==> config.mk <==
export PLATFORM = sky130hd
export DESIGN_NAME = tube_hit_judge
export DESIGN_NICKNAME = d
export VERILOG_FILES = /design/src/rtl/tube_pkg.sv /design/src/rtl/bcd_sat_adder3.sv /design/src/rtl/tube_hit_judge.sv
export SDC_FILE = /design/constraint.sdc
export NUM_CORES = 1
export LEC_CHECK = 0
export BUFFER_PORTS_ARGS = -buffer_cell sky130_fd_sc_hd__clkbuf_2
export CAP_MARGIN = 20
export CORE_ASPECT_RATIO = 0.75
export CORE_MARGIN = 2
export CORE_UTILIZATION = 57
export DETAILED_ROUTE_END_ITERATION = 8
export PLACE_DENSITY = 0.85
export SLEW_MARGIN = 10
export SYNTH_ARGS = -nofsm -noshare
export SYNTH_HDL_FRONTEND = slang
export SYNTH_SLANG_ARGS = --single-unit
==> constraint.sdc <==
create_clock -name clk -period 7.7 [get_ports clk]
set_clock_uncertainty 0.1 [all_clocks]
set_input_delay 0.77 -clock clk [delete_from_list [all_inputs] [get_ports clk]]
set_output_delay 0.77 -clock clk [all_outputs]
set_load 0.02 [all_outputs]
==> src/rtl/tube_pkg.sv <==
// rtl/tube_pkg.sv - shared game state encoding, screen geometry and coordinate type
// Purpose: common definitions for the tube game judge and its helpers.
// Contents: game_state_t (IDLE/PLAY/HIT/OVER), SCREEN_W/SCREEN_H, coord_t.
package tube_pkg;

  typedef logic [9:0] coord_t;

  localparam int SCREEN_W = 850;
  localparam int SCREEN_H = 480;

  typedef enum logic [1:0] {
    ST_IDLE = 2'd0,
    ST_PLAY = 2'd1,
    ST_HIT  = 2'd2,
    ST_OVER = 2'd3
  } game_state_t;

endpackage

==> src/rtl/bcd_sat_adder3.sv <==
// rtl/bcd_sat_adder3.sv - 3-digit BCD plus small binary increment, saturating at 999
// Purpose: adds a 0..15 binary increment to a 3-digit BCD value.
// Ports:
//   bcd_in   in  12  current value, 3 BCD digits
//   inc      in  4   binary increment (0..15)
//   bcd_out  out 12  bcd_in + inc, clamped to 999
module bcd_sat_adder3 (
  input  logic [11:0] bcd_in,
  input  logic [3:0]  inc,
  output logic [11:0] bcd_out
);

  logic [4:0] s0, s1, s2;
  logic [4:0] d0, d1;
  logic [1:0] c0;
  logic       c1;

  always_comb begin
    // units digit can reach 9 + 15 = 24, so it may carry two tens
    s0 = {1'b0, bcd_in[3:0]} + {1'b0, inc};
    if (s0 >= 5'd20) begin
      d0 = s0 - 5'd20;
      c0 = 2'd2;
    end else if (s0 >= 5'd10) begin
      d0 = s0 - 5'd10;
      c0 = 2'd1;
    end else begin
      d0 = s0;
      c0 = 2'd0;
    end

    s1 = {1'b0, bcd_in[7:4]} + {3'b000, c0};
    if (s1 >= 5'd10) begin
      d1 = s1 - 5'd10;
      c1 = 1'b1;
    end else begin
      d1 = s1;
      c1 = 1'b0;
    end

    s2 = {1'b0, bcd_in[11:8]} + {4'b0000, c1};
    if (s2 >= 5'd10) begin
      bcd_out = 12'h999;
    end else begin
      bcd_out = {s2[3:0], d1[3:0], d0[3:0]};
    end
  end

endmodule

==> src/rtl/tube_hit_judge.sv <==
// rtl/tube_hit_judge.sv - bird/tube collision, pass scoring and game state machine
// Purpose: judges one game frame per tick from tube rectangles and bird position.
// Optional feature macro: TUBE_HISCORE_EN (builds the best-score register).
// Ports:
//   clk, rst            clock, synchronous active-high reset
//   tick                one-cycle frame strobe; judging only on tick
//   start               player start/restart level
//   bird_h, bird_v      bird box left x / top y
//   rect_h/v/w/ht       packed per-rectangle left x, top y, width, height (10 bits each)
//   game_state          0 IDLE, 1 PLAY, 2 HIT, 3 OVER
//   collide             one-cycle pulse on PLAY->HIT
//   freeze              high in HIT and OVER
//   score_bcd           current score, 3 BCD digits
//   hiscore_bcd         best score since reset (0 when TUBE_HISCORE_EN undefined)
module tube_hit_judge
  import tube_pkg::*;
#(
  parameter int                N_RECT     = 8,
  parameter logic [N_RECT-1:0] SCORE_MASK = N_RECT'(8'b0101_0101),
  parameter int                BIRD_W     = 34,
  parameter int                BIRD_H     = 24,
  parameter int                HIT_FRAMES = 30
) (
  input  logic                  clk,
  input  logic                  rst,
  input  logic                  tick,
  input  logic                  start,
  input  logic [9:0]            bird_h,
  input  logic [9:0]            bird_v,
  input  logic [10*N_RECT-1:0]  rect_h,
  input  logic [10*N_RECT-1:0]  rect_v,
  input  logic [10*N_RECT-1:0]  rect_w,
  input  logic [10*N_RECT-1:0]  rect_ht,
  output logic [1:0]            game_state,
  output logic                  collide,
  output logic                  freeze,
  output logic [11:0]           score_bcd,
  output logic [11:0]           hiscore_bcd
);

  localparam int              CNT_W    = (HIT_FRAMES > 1) ? $clog2(HIT_FRAMES) : 1;
  localparam logic [CNT_W-1:0] HIT_LAST = CNT_W'(HIT_FRAMES - 1);

  game_state_t state, state_next;

  // Stage 1: geometry tests, all in 11 bits so sums never wrap
  logic [N_RECT-1:0] overlap_now, ahead_now;
  logic [10:0]       bird_r, bird_b;
  logic              floor_now;
  coord_t            rh, rv, rw, rt;

  assign bird_r    = {1'b0, bird_h} + 11'(BIRD_W);
  assign bird_b    = {1'b0, bird_v} + 11'(BIRD_H);
  assign floor_now = bird_b > 11'(SCREEN_H);

  always_comb begin
    overlap_now = '0;
    ahead_now   = '0;
    rh = '0; rv = '0; rw = '0; rt = '0;
    for (int i = 0; i < N_RECT; i++) begin
      rh = rect_h[10*i +: 10];
      rv = rect_v[10*i +: 10];
      rw = rect_w[10*i +: 10];
      rt = rect_ht[10*i +: 10];
      ahead_now[i]   = ({1'b0, rh} + {1'b0, rw}) > {1'b0, bird_h};
      // an empty rectangle would otherwise match when it sits inside the bird box
      overlap_now[i] = (rw != '0) && (rt != '0)
                    && ({1'b0, bird_h} < {1'b0, rh} + {1'b0, rw})
                    && ({1'b0, rh} < bird_r)
                    && ({1'b0, bird_v} < {1'b0, rv} + {1'b0, rt})
                    && ({1'b0, rv} < bird_b);
    end
  end

  logic              s1_valid, hit_q;
  logic [N_RECT-1:0] pass_q, ahead_hist;
  logic              go_hit, go_over, do_start, add_pass;

  always_ff @(posedge clk) begin
    if (rst) begin
      s1_valid   <= 1'b0;
      hit_q      <= 1'b0;
      pass_q     <= '0;
      ahead_hist <= '0;
    end else begin
      s1_valid <= tick;
      if (tick) begin
        hit_q      <= (|overlap_now) | floor_now;
        // wrap only raises ahead, so a falling edge is a genuine pass
        pass_q     <= SCORE_MASK & ahead_hist & ~ahead_now;
        ahead_hist <= ahead_now;
      end
      // a fresh game starts with no history and drops any in-flight judgement
      if (do_start) begin
        s1_valid   <= 1'b0;
        ahead_hist <= '0;
      end
    end
  end

  // Stage 2: pass count feeds the saturating BCD score adder (N_RECT <= 15)
  logic [3:0]  pass_cnt;
  logic [11:0] score_sum;

  always_comb begin
    pass_cnt = 4'd0;
    for (int i = 0; i < N_RECT; i++) begin
      pass_cnt = pass_cnt + {3'b000, pass_q[i]};
    end
  end

  bcd_sat_adder3 u_score_add (
    .bcd_in  (score_bcd),
    .inc     (pass_cnt),
    .bcd_out (score_sum)
  );

  logic [CNT_W-1:0] hit_cnt;

  always_ff @(posedge clk) begin
    if (rst) state <= ST_IDLE;
    else     state <= state_next;
  end

  always_comb begin
    state_next = state;
    go_hit     = 1'b0;
    go_over    = 1'b0;
    do_start   = 1'b0;
    add_pass   = 1'b0;
    case (state)
      ST_IDLE, ST_OVER: begin
        if (start) begin
          state_next = ST_PLAY;
          do_start   = 1'b1;
        end
      end
      ST_PLAY: begin
        if (s1_valid) begin
          if (hit_q) begin
            state_next = ST_HIT;
            go_hit     = 1'b1;
          end else begin
            add_pass = 1'b1;
          end
        end
      end
      ST_HIT: begin
        if (s1_valid && (hit_cnt == HIT_LAST)) begin
          state_next = ST_OVER;
          go_over    = 1'b1;
        end
      end
      default: state_next = ST_IDLE;
    endcase
  end

  always_ff @(posedge clk) begin
    if (rst) begin
      score_bcd <= '0;
      hit_cnt   <= '0;
      collide   <= 1'b0;
    end else begin
      collide <= go_hit;
      if (do_start)      score_bcd <= '0;
      else if (add_pass) score_bcd <= score_sum;
      if (go_hit)                          hit_cnt <= '0;
      else if (state == ST_HIT && s1_valid) hit_cnt <= hit_cnt + 1'b1;
    end
  end

`ifdef TUBE_HISCORE_EN
  logic [11:0] hiscore_q;
  // BCD digits are ordered by weight, so a plain unsigned compare is valid
  always_ff @(posedge clk) begin
    if (rst)                                  hiscore_q <= '0;
    else if (go_over && score_bcd > hiscore_q) hiscore_q <= score_bcd;
  end
  assign hiscore_bcd = hiscore_q;
`else
  assign hiscore_bcd = 12'h000;
`endif

  assign game_state = state;
  assign freeze     = (state == ST_HIT) || (state == ST_OVER);

endmodule

==> results of run 1 <==
-- registers in the layout (all words and copies together) (netlist names) --
name and flops:
s1_valid 1, score_bcd 12, pass_q 4, ahead_hist 4, collide 1, hit_q 1
hit_cnt 5, game_state 2
-- synthesized netlist by cell type (5+ instances only) --
master / number / area share, %
o2111ai_1: 16 / 0.94
o41ai_1: 5 / 0.29
o21bai_1: 42 / 2.1
inv_1: 97 / 2.4
ha_1: 463 / 39
xnor2_1: 65 / 3.8
o21a_1: 20 / 1.0
and3_1: 13 / 0.54
and2_1: 6 / 0.25
nor2b_1: 10 / 0.42
or2_2: 5 / 0.21
nor4_1: 40 / 1.7
nor2_1: 136 / 3.4
dfxtp_1: 30 / 4.0
or3_1: 8 / 0.34
o31a_1: 5 / 0.29
or4_1: 22 / 1.1
o221a_2: 6 / 0.45
o21ai_0: 101 / 3.4
o211a_1: 7 / 0.47
a31oi_1: 19 / 0.80
nand2_1: 64 / 1.6
nand4_1: 21 / 0.88
nand3_1: 53 / 1.8
a211o_1: 9 / 0.53
fa_1: 20 / 2.7
a211oi_1: 40 / 2.0
nor3_1: 53 / 1.8
a21oi_1: 181 / 6.1
buf_4: 13 / 0.65
o221ai_1: 7 / 0.41
xor2_1: 60 / 3.5
o311ai_0: 11 / 0.65
nand2b_1: 26 / 1.1
a311oi_1: 16 / 0.94
a21o_1: 73 / 3.7
clkbuf_1: 8 / 0.20
o211ai_1: 12 / 0.60
-- power groups by stage --
stage	logic, mW	clock network, mW	registers, mW
final	1.43	0.195	0.182
after global routing	1.60	0.203	0.183
after CTS	1.41	0.195	0.182
after detailed placement	1.40	0	0.185
after global placement	1.33	0	0.183
after floorplan	0.965	0	0.186
-- metal layers --
layer,vias to the layer above,wire [um]
met4,0,2470
met5,-,0
met2,754,22100
li1,7894,-
met3,167,4450
met1,7447,21400
-- cell families after synthesis --
logic type / after synthesis / synth area share, %
AO/OA/AOI/OAI: 618 / 27.7
adder cells (fa/ha/maj): 483 / 41.5
AND/OR/NAND/NOR: 470 / 15.9
XOR/XNOR: 125 / 7.34
buffers and inverters: 122 / 3.45
flip-flops: 30 / 4.02
other: 1 / 0.0251
multiplexers: 1 / 0.0671
-- worst max-delay path, stage by stage (launching register included) --
cell	delay [ps]
dfxtp_1	340
fa_1	500
fa_1	430
fa_1	490
xor2_1	200
ha_1	170
nor3b_1	240
a21oi_1	120
o221a_2	320
ha_1	200
inv_1	70
fa_1	470
ha_1	320
o32a_1	210
o21ai_0	340
ha_1	280
ha_1	230
nand2_1	90
and3_1	230
o31ai_2	620
o21ai_0	170
and2_1	180
-- worst max path at each step --
stage | startpoint | endpoint | cells past startpoint
6_report | score_bcd[0]$_SDFFE_PP0P_ | score_bcd[1]$_SDFFE_PP0P_ | 21
5_1_grt | score_bcd[0]$_SDFFE_PP0P_ | score_bcd[1]$_SDFFE_PP0P_ | 21
4_1_cts | score_bcd[0]$_SDFFE_PP0P_ | score_bcd[5]$_SDFFE_PP0P_ | 21
3_5_place_dp | score_bcd[0]$_SDFFE_PP0P_ | score_bcd[5]$_SDFFE_PP0P_ | 21
3_3_place_gp | score_bcd[0]$_SDFFE_PP0P_ | score_bcd[5]$_SDFFE_PP0P_ | 21
2_1_floorplan | score_bcd[0]$_SDFFE_PP0P_ | score_bcd[5]$_SDFFE_PP0P_ | 22
-- final cells by class --
| cell class | count | area (um2) |
|---|---|---|
| multi-input combinational | 1709 | 13800 |
| clock buffer | 7 | 143 |
| fill | 2202 | 8580 |
| clock inverter | 1 | 5.00 |
| tap | 344 | 430 |
| timing repair buffer | 368 | 1860 |
| inverter | 97 | 364 |
| sequential | 30 | 601 |
| antenna | 3 | 7.51 |
-- through the flow --
step	setup WS [ps]	std cells
after floorplan	1910	1861
final	1270	2559
after global placement	1660	2546
after global routing	804	2558
after CTS	1330	2554
after detailed placement	1340	2546
==> impl_metrics.json, run 1 <==
{
  "cts.repair.resized": 0,
  "layout_common_cells": "ha_1, clkbuf_2, a21oi_1",
  "min-delay-start": "ahead_hist[6]$_SDFFE_PP0P_",
  "synth_cell_type_count": 76,
  "drive_gt1_share_pct": 17.9,
  "vias": 16300,
  "h-tree-depth": 2,
  "grt_usage_pct": 34.7,
  "arrival_ps": 6500,
  "clkPwrFrac_pct": 10.8,
  "finalWeightedCongestion": 1.06,
  "syn_area_mm2": 0.0149,
  "ios": 372,
  "finalInstanceArea_mm2": 0.0173,
  "worst_pin_slew_ps": 1180,
  "vias_per_cell": 6.35,
  "timing.reg2reg.setup_slack_ps": 1270,
  "setup_tns_ps": 0,
  "power_mw": 1.81,
  "drc": 0,
  "pwr-share-comb_pct": 79.2,
  "crit_fanout": 9,
  "power_density_mw_per_mm2": 105,
  "timing.rr.start": "score_bcd[0]$_SDFFE_PP0P_",
  "start_util_pct": 57.7,
  "rsz0062_at_grt": "no",
  "wire_per_inst_um": 19.7,
  "holdPathEnd": "ahead_hist[6]$_SDFFE_PP0P_",
  "sw_frac_of_total_pct": 49.1,
  "cts_tree": "done",
  "whs_ps": 386,
  "internal-power_mw": 0.920,
  "post_dp_cell_area_mm2": 0.0171,
  "ys_warn_count": 0,
  "finalMaxSlewViolations": 0,
  "path_clk_slew_ps": 50,
  "async_reset_ff_share_pct": 0,
  "syn_to_final_growth_pct": 15.7,
  "grt-ovfl-total": 0,
  "cp-end-kind": "register",
  "fin_util_pct": 66.8,
  "syn-mean-instance-area_um2": 8.07,
  "layout_commonest_cell": "ha_1",
  "rows": 51,
  "p_sw_mw": 0.887,
  "cts-hold-fix-buffers": 0,
  "ys.flop_type": "dfxtp_1",
  "gr-usage-met2_pct": 57.6,
  "synth_edf_count": 0,
  "r2r_cells": 21,
  "coreArea_mm2": 0.0258,
  "hold_path.class": "reg2reg",
  "clk-insertion-delay-late_ps": 270,
  "dieArea_mm2": 0.0275,
  "numPortBuffers": 359,
  "grt.busiest_layer": "met2",
  "cts_buffer_depth": 2,
  "antenna_found_initial": 3,
  "grt_pass1_wl_um": 75700,
  "synth-seq-cells": 30,
  "die_h_um": 144,
  "ant_nets": 0,
  "whs_path_depth": 2,
  "drtIter0Drc": 1168,
  "crit_required_ps": 7770,
  "fmax_ghz": 0.155,
  "cts_root_buf": "clkbuf_16",
  "first_global_vias": 15300,
  "p_seq_share_pct": 10.1,
  "wl_um": 50400,
  "slew_headroom_pct": 21.2,
  "grt_use_met3_pct": 5.80,
  "postSynthCellCount": 1850,
  "grt_max_degree": 20,
  "period_minus_slack_ps": 6430,
  "p_leak_nw": 8.82,
  "dp_hpwl_um": 42600,
  "nets": 3038,
  "cp-start-kind": "register",
  "ir_drop_mv": 0.160,
  "fin_crit_sh_pct": 83.5,
  "die_x_um": 191,
  "cap_violations": 0,
  "cts-buffers-inserted": 5,
  "status": "complete, no violations",
  "r2r-end": "score_bcd[1]$_SDFFE_PP0P_",
  "cts.sinks": 30,
  "use_met1_pct": 44.2,
  "post_cts_buffers": 0,
  "setup_violations": 0,
  "worst-setup-path-type": "reg2reg",
  "first_pass_iters": 5,
  "hold_viol": 0,
  "yosysSeqAreaShare_pct": 4.02
}
(Power assumes the default switching activity.)
==> run 2, diff against run 1 <==
==> constraint.sdc (replaced) <==
create_clock -name clk -period 6.1 [get_ports clk]
set_clock_uncertainty 0.1 [all_clocks]
set_input_delay 0.61 -clock clk [delete_from_list [all_inputs] [get_ports clk]]
set_output_delay 0.61 -clock clk [all_outputs]
set_load 0.02 [all_outputs]
==> impl_metrics.json, run 2 (synthesis gave the netlist of run 1 again) <==
{
  "coreArea_mm2": 0.0258,
  "drive_gt1_share_pct": 18.5,
  "vias_per_cell": 6.45,
  "clk-insertion-delay-late_ps": 280,
  "timing.reg2reg.setup_slack_ps": 280,
  "ios": 372,
  "dieArea_mm2": 0.0275,
  "p_leak_nw": 8.83,
  "cts_root_buf": "clkbuf_16",
  "post_dp_cell_area_mm2": 0.0171,
  "worst-setup-path-type": "reg2reg",
  "grt_usage_pct": 34.9,
  "hold_path.class": "reg2reg",
  "status": "complete, no violations",
  "clkPwrFrac_pct": 10.9,
  "cap_violations": 0,
  "dp.cells": 2548,
  "timing.rr.start": "score_bcd[0]$_SDFFE_PP0P_",
  "p_seq_share_pct": 10.0,
  "grt-ovfl-total": 0,
  "post_cts_buffers": 0,
  "numPortBuffers": 359,
  "p_sw_mw": 1.13,
  "r2r_cells": 24,
  "cts-buffers-inserted": 5,
  "crit_required_ps": 6160,
  "syn_to_final_growth_pct": 16.3,
  "ant_nets": 0,
  "cts_tree": "done",
  "layout_common_cells": "ha_1, clkbuf_2, a21oi_1",
  "whs_ps": 389,
  "whs_path_depth": 2,
  "fin_crit_sh_pct": 95.5,
  "layout_commonest_cell": "ha_1",
  "largest_reg_flops": 12,
  "crit_fanout": 7,
  "finalMaxSlewViolations": 0,
  "power_density_mw_per_mm2": 132,
  "sw_frac_of_total_pct": 49.3,
  "drc": 0,
  "antenna_found_initial": 2,
  "first_pass_iters": 6,
  "finalInstanceArea_mm2": 0.0174,
  "top_regs": "score_bcd (12), hit_cnt (5)",
  "pre_cts_slack_ps": -18.3,
  "worst_pin_slew_ps": 1190,
  "cts_buffer_depth": 2,
  "die_h_um": 144,
  "dp_hpwl_um": 42600,
  "setup_violations": 0,
  "setup_tns_ps": 0,
  "grt_pass1_wl_um": 77200,
  "instances_no_fill": 2560,
  "pwr-share-comb_pct": 79.0,
  "timing.final.ws_setup_ps": 277,
  "cp-end-kind": "register",
  "nets": 3040,
  "first_global_vias": 15800,
  "grt_max_degree": 20,
  "period_minus_slack_ps": 5820,
  "vias": 16500,
  "slew_headroom_pct": 20.5,
  "arrival_ps": 5890,
  "min-delay-start": "ahead_hist[2]$_SDFFE_PP0P_",
  "cp-start-kind": "register",
  "internal-power_mw": 1.16,
  "cts-hold-fix-buffers": 0,
  "wl_um": 50600,
  "fmax_ghz": 0.172,
  "die_x_um": 191,
  "r2r-end": "score_bcd[3]$_SDFFE_PP0P_",
  "path_clk_slew_ps": 50,
  "finalWeightedCongestion": 1.01,
  "h-tree-depth": 2,
  "rows": 51,
  "cts.sinks": 30,
  "registers.top_by_ff_count": "score_bcd",
  "drtIter0Drc": 1227,
  "wire_per_inst_um": 19.8,
  "ir_drop_mv": 0.141,
  "hold_viol": 0,
  "start_util_pct": 57.7,
  "holdPathEnd": "ahead_hist[2]$_SDFFE_PP0P_"
}
-- run 2: metal layers --
layer / part of all wire (%) / routed length, um / track usage [%]
met1: 42 / 21400 / 44.9
met5: 0 / 0 / 0
met4: 5.0 / 2510 / 16.6
met3: 8.2 / 4140 / 4.13
met2: 45 / 22600 / 58.3
-- run 2: layout make-up --
| class | instances | area, um2 |
|---|---|---|
| diodes | 2 | 5.00 |
| clock buffers | 6 | 139 |
| clock inverters | 2 | 12.5 |
| fillers | 2183 | 8490 |
| inverters | 97 | 364 |
| multi-input cells | 1709 | 13900 |
| flip-flops and latches | 30 | 601 |
| well taps | 344 | 430 |
| repair buffers | 370 | 1880 |
-- run 2: worst max-delay path by stage --
| stage | startpoint | endpoint | slack (ps) |
|---|---|---|---|
| after floorplan | score_bcd[0]$_SDFFE_PP0P_ | score_bcd[5]$_SDFFE_PP0P_ | 310 |
| after global placement | score_bcd[0]$_SDFFE_PP0P_ | score_bcd[5]$_SDFFE_PP0P_ | 320 |
| after detailed placement | score_bcd[0]$_SDFFE_PP0P_ | score_bcd[5]$_SDFFE_PP0P_ | -20 |
| after CTS | score_bcd[0]$_SDFFE_PP0P_ | score_bcd[5]$_SDFFE_PP0P_ | 100 |
| after global routing | score_bcd[0]$_SDFFE_PP0P_ | score_bcd[3]$_SDFFE_PP0P_ | -50 |
| final | score_bcd[0]$_SDFFE_PP0P_ | score_bcd[3]$_SDFFE_PP0P_ | 280 |
-- run 2: power by group through the flow --
| stage | combinational, mW | sequential (mW) | clock, mW |
|---|---|---|---|
| floorplan | 1.22 | 0.234 | 0 |
| global placement | 1.68 | 0.231 | 0 |
| global route | 2.03 | 0.232 | 0.259 |
| finish | 1.81 | 0.230 | 0.251 |
| CTS | 1.78 | 0.229 | 0.249 |
| detailed placement | 1.76 | 0.233 | 0 |
-- run 2: what timing repair did --
action | 4_1_cts | 5_1_grt
endpoints found under the setup margin | 3 | 11
pin swaps | 0 | 1
gates resized for setup | 1 | 13
cloned | 0 | 1
-- run 2: critical path: stages, from the launching register on --
cell	delay [ps]
dfxtp_1	340
fa_1	530
fa_2	380
a21o_1	190
and2_1	220
xnor2_1	150
ha_1	220
nor3b_4	150
a21oi_1	160
o221a_2	240
ha_1	170
inv_1	50
fa_2	420
xor2_4	190
ha_4	200
o32a_1	190
o21ai_2	190
ha_2	230
ha_2	210
nand2_1	90
o21a_1	190
nor2_1	210
o31ai_4	90
clkdlybuf4s15_2	290
o221a_2	270
-- run 2: stage by stage --
stage / util, % / total power [mW]
after floorplan: - / 1.45
after global placement: 66.2 / 1.91
after detailed placement: 66.2 / 2.00
after CTS: 66.8 / 2.25
after global routing: 67.1 / 2.52
final: 67.1 / 2.29
==> run 3, diff against run 2 <==
--- a/config.mk
+++ b/config.mk
@@ -5,13 +5,14 @@
 export SDC_FILE = /design/constraint.sdc
 export NUM_CORES = 1
 export LEC_CHECK = 0
+export ABC_AREA = 1
 export BUFFER_PORTS_ARGS = -buffer_cell sky130_fd_sc_hd__clkbuf_2
 export CAP_MARGIN = 20
 export CORE_ASPECT_RATIO = 0.75
 export CORE_MARGIN = 2
 export CORE_UTILIZATION = 57
 export DETAILED_ROUTE_END_ITERATION = 8
-export PLACE_DENSITY = 0.85
+export PLACE_DENSITY = 0.84
 export SLEW_MARGIN = 10
 export SYNTH_ARGS = -nofsm -noshare
 export SYNTH_HDL_FRONTEND = slang
==> impl_metrics.json, run 3 <==
{
  "status": "complete, no violations",
  "vias_per_cell": 5.77,
  "h-tree-depth": 2,
  "rows": 52,
  "worst_pin_slew_ps": 1170,
  "clk-insertion-delay-late_ps": 270,
  "numPortBuffers": 359,
  "drive_gt1_share_pct": 14.3,
  "ys.flop_type": "dfxtp_1",
  "cts-buffers-inserted": 5,
  "hold_viol": 0,
  "cp-start-kind": "register",
  "first_pass_iters": 6,
  "synth_cell_type_count": 39,
  "antenna_found_initial": 2,
  "largest_reg_flops": 12,
  "regArea_um2": 601,
  "critPathMaxStageDelay_ps": 500,
  "crit_fanout": 8,
  "cp.buffers_inverters": 5,
  "cpMostUsedCell": "ha_1",
  "synth.most_common_cell": "nand2_1",
  "cts.sinks": 30,
  "slew_headroom_pct": 21.5,
  "postSynthCellCount": 2344,
  "period_minus_slack_ps": 5780,
  "synth_common_cells": "nand2_1, ha_1, nor2_1, a21oi_1, inv_1",
  "registers.top_by_ff_count": "score_bcd",
  "cp-end-kind": "register",
  "cts_tree": "done",
  "start_util_pct": 58.0,
  "setup_tns_ps": 0,
  "async_reset_ff_share_pct": 0,
  "die_x_um": 195,
  "top_regs": "score_bcd (12), hit_cnt (5)",
  "cts_root_buf": "clkbuf_16",
  "finalMaxSlewViolations": 0,
  "grt_max_degree": 26,
  "synth-seq-cells": 30,
  "die_h_um": 147,
  "syn_area_mm2": 0.0156,
  "finalWeightedCongestion": 1.03,
  "nets": 3541,
  "synth.area.top_cells": "ha_1, nand2_1, a21oi_1, nor2_1, xor2_1",
  "arrival_ps": 5890,
  "num-fill-cells": 2470,
  "grt-ovfl-total": 0,
  "ant_nets": 0,
  "ios": 372,
  "worst_path_max_delay_cell": "fa_1",
  "wire_per_inst_um": 17.6,
  "syn-mean-instance-area_um2": 6.66,
  "cap_violations": 0,
  "cts_buffer_depth": 2,
  "first_global_vias": 17200,
  "cts-hold-fix-buffers": 0,
  "synth_top_area_share_pct": 37.1,
  "fmax_ghz": 0.173,
  "drtIter0Drc": 1163,
  "path_clk_slew_ps": 50,
  "p_leak_nw": 10.2,
  "drc": 0,
  "multi_input_area_mm2": 0.0141,
  "ys_warn_count": 0,
  "grt_pass1_wl_um": 85800,
  "vias": 17700,
  "coreArea_mm2": 0.0269,
  "power_density_mw_per_mm2": 132,
  "wl_um": 53900,
  "layout_common_cells": "nand2_1, ha_1, clkbuf_2",
  "yosysSeqAreaShare_pct": 3.85,
  "setup_violations": 0,
  "synth_largest_area_cell": "ha_1",
  "dieArea_mm2": 0.0287,
  "fin_crit_sh_pct": 94.8,
  "syn_to_final_growth_pct": 15.2,
  "synth_edf_count": 0,
  "fin_util_pct": 66.8,
  "crit_required_ps": 6200,
  "grt_usage_pct": 36.8,
  "layout_commonest_cell": "nand2_1",
  "hold_path.class": "reg2reg",
  "ir_drop_mv": 0.249,
  "critical-path-top-delay-family": "adder cells",
  "dp_hpwl_um": 45900,
  "worst-setup-path-type": "reg2reg"
}
-- run 3: path summary, 6_finish.rpt --
path                         startpoint                   endpoint  slack, ps  cells after the start
min reg2reg  ahead_hist[2]$_SDFFE_PP0P_     pass_q[2]$_SDFFE_PP0P_        360                      2
max reg2reg   score_bcd[0]$_SDFFE_PP0P_  score_bcd[8]$_SDFFE_PP0P_        320                     26
max           score_bcd[0]$_SDFFE_PP0P_  score_bcd[8]$_SDFFE_PP0P_        320                     26
min          ahead_hist[2]$_SDFFE_PP0P_     pass_q[2]$_SDFFE_PP0P_        360                      2
-- run 3: cells by family (layout without fill, tap and decap cells) --
logic type	count (synthesis)	after routing	share of synthesized area, %
other	1	13	0.0240
and+or+nand+nor	1038	1038	27.4
AOI/OAI and AO/OA	398	398	14.4
xor gates and xnor gates	150	150	8.41
adders and majority gates	483	483	39.7
DFF	30	30	3.85
buffers and inverters	244	603	6.26
-- run 3: routing by layer --
| layer | vias up | routed length, um | track usage, % |
|---|---|---|---|
| li1 | 8745 | - | - |
| met2 | 721 | 23600 | 60.3 |
| met4 | 2 | 1940 | 12.9 |
| met5 | - | 12 | 0 |
| met1 | 8079 | 23500 | 48.9 |
| met3 | 151 | 4840 | 6.22 |
-- run 3: stage by stage --
step	power (mW)	cell area, um2	std cells	setup WS, ps	hold slack, ps
2_1_floorplan	1.54	15700	2355	936	329
3_3_place_gp	2.03	17800	3055	736	350
3_5_place_dp	2.12	17800	3055	431	356
4_1_cts	2.35	18000	3062	394	361
5_1_grt	2.67	18000	3066	-8.87	396
6_report	2.38	18000	3066	318	357
-- run 3: worst reg2reg max path: cells and delay by family, from the launching register on --
kind / cells / cell delay, ps
flip-flops: 1 / 340
AO/OA/AOI/OAI: 5 / 870
buffers and inverters: 5 / 600
AND/OR/NAND/NOR: 5 / 440
XOR/XNOR: 2 / 450
adder cells (fa/ha/maj): 9 / 2910
-- run 3: final cells by class --
class                      count  area share, %
multi-input combinational   2081           78.3
tap                          351           2.44
antenna                        1         0.0139
clock buffer                   7          0.737
timing repair buffer         371           10.5
sequential                    30           3.34
inverter                     225           4.69
-- run 3: repair_timing --
item                                    in CTS  in global routing
endpoints found under the setup margin       0                  2
buffers inserted                             0                  2
resized for setup                            0                  1
-- run 3: power breakdown --
part / switching (mW) / internal, mW / total, mW
registers: 0.0161 / 0.214 / 0.230
logic: 1.15 / 0.780 / 1.93
clock network: 0.0786 / 0.148 / 0.227
total: 1.24 / 1.14 / 2.38
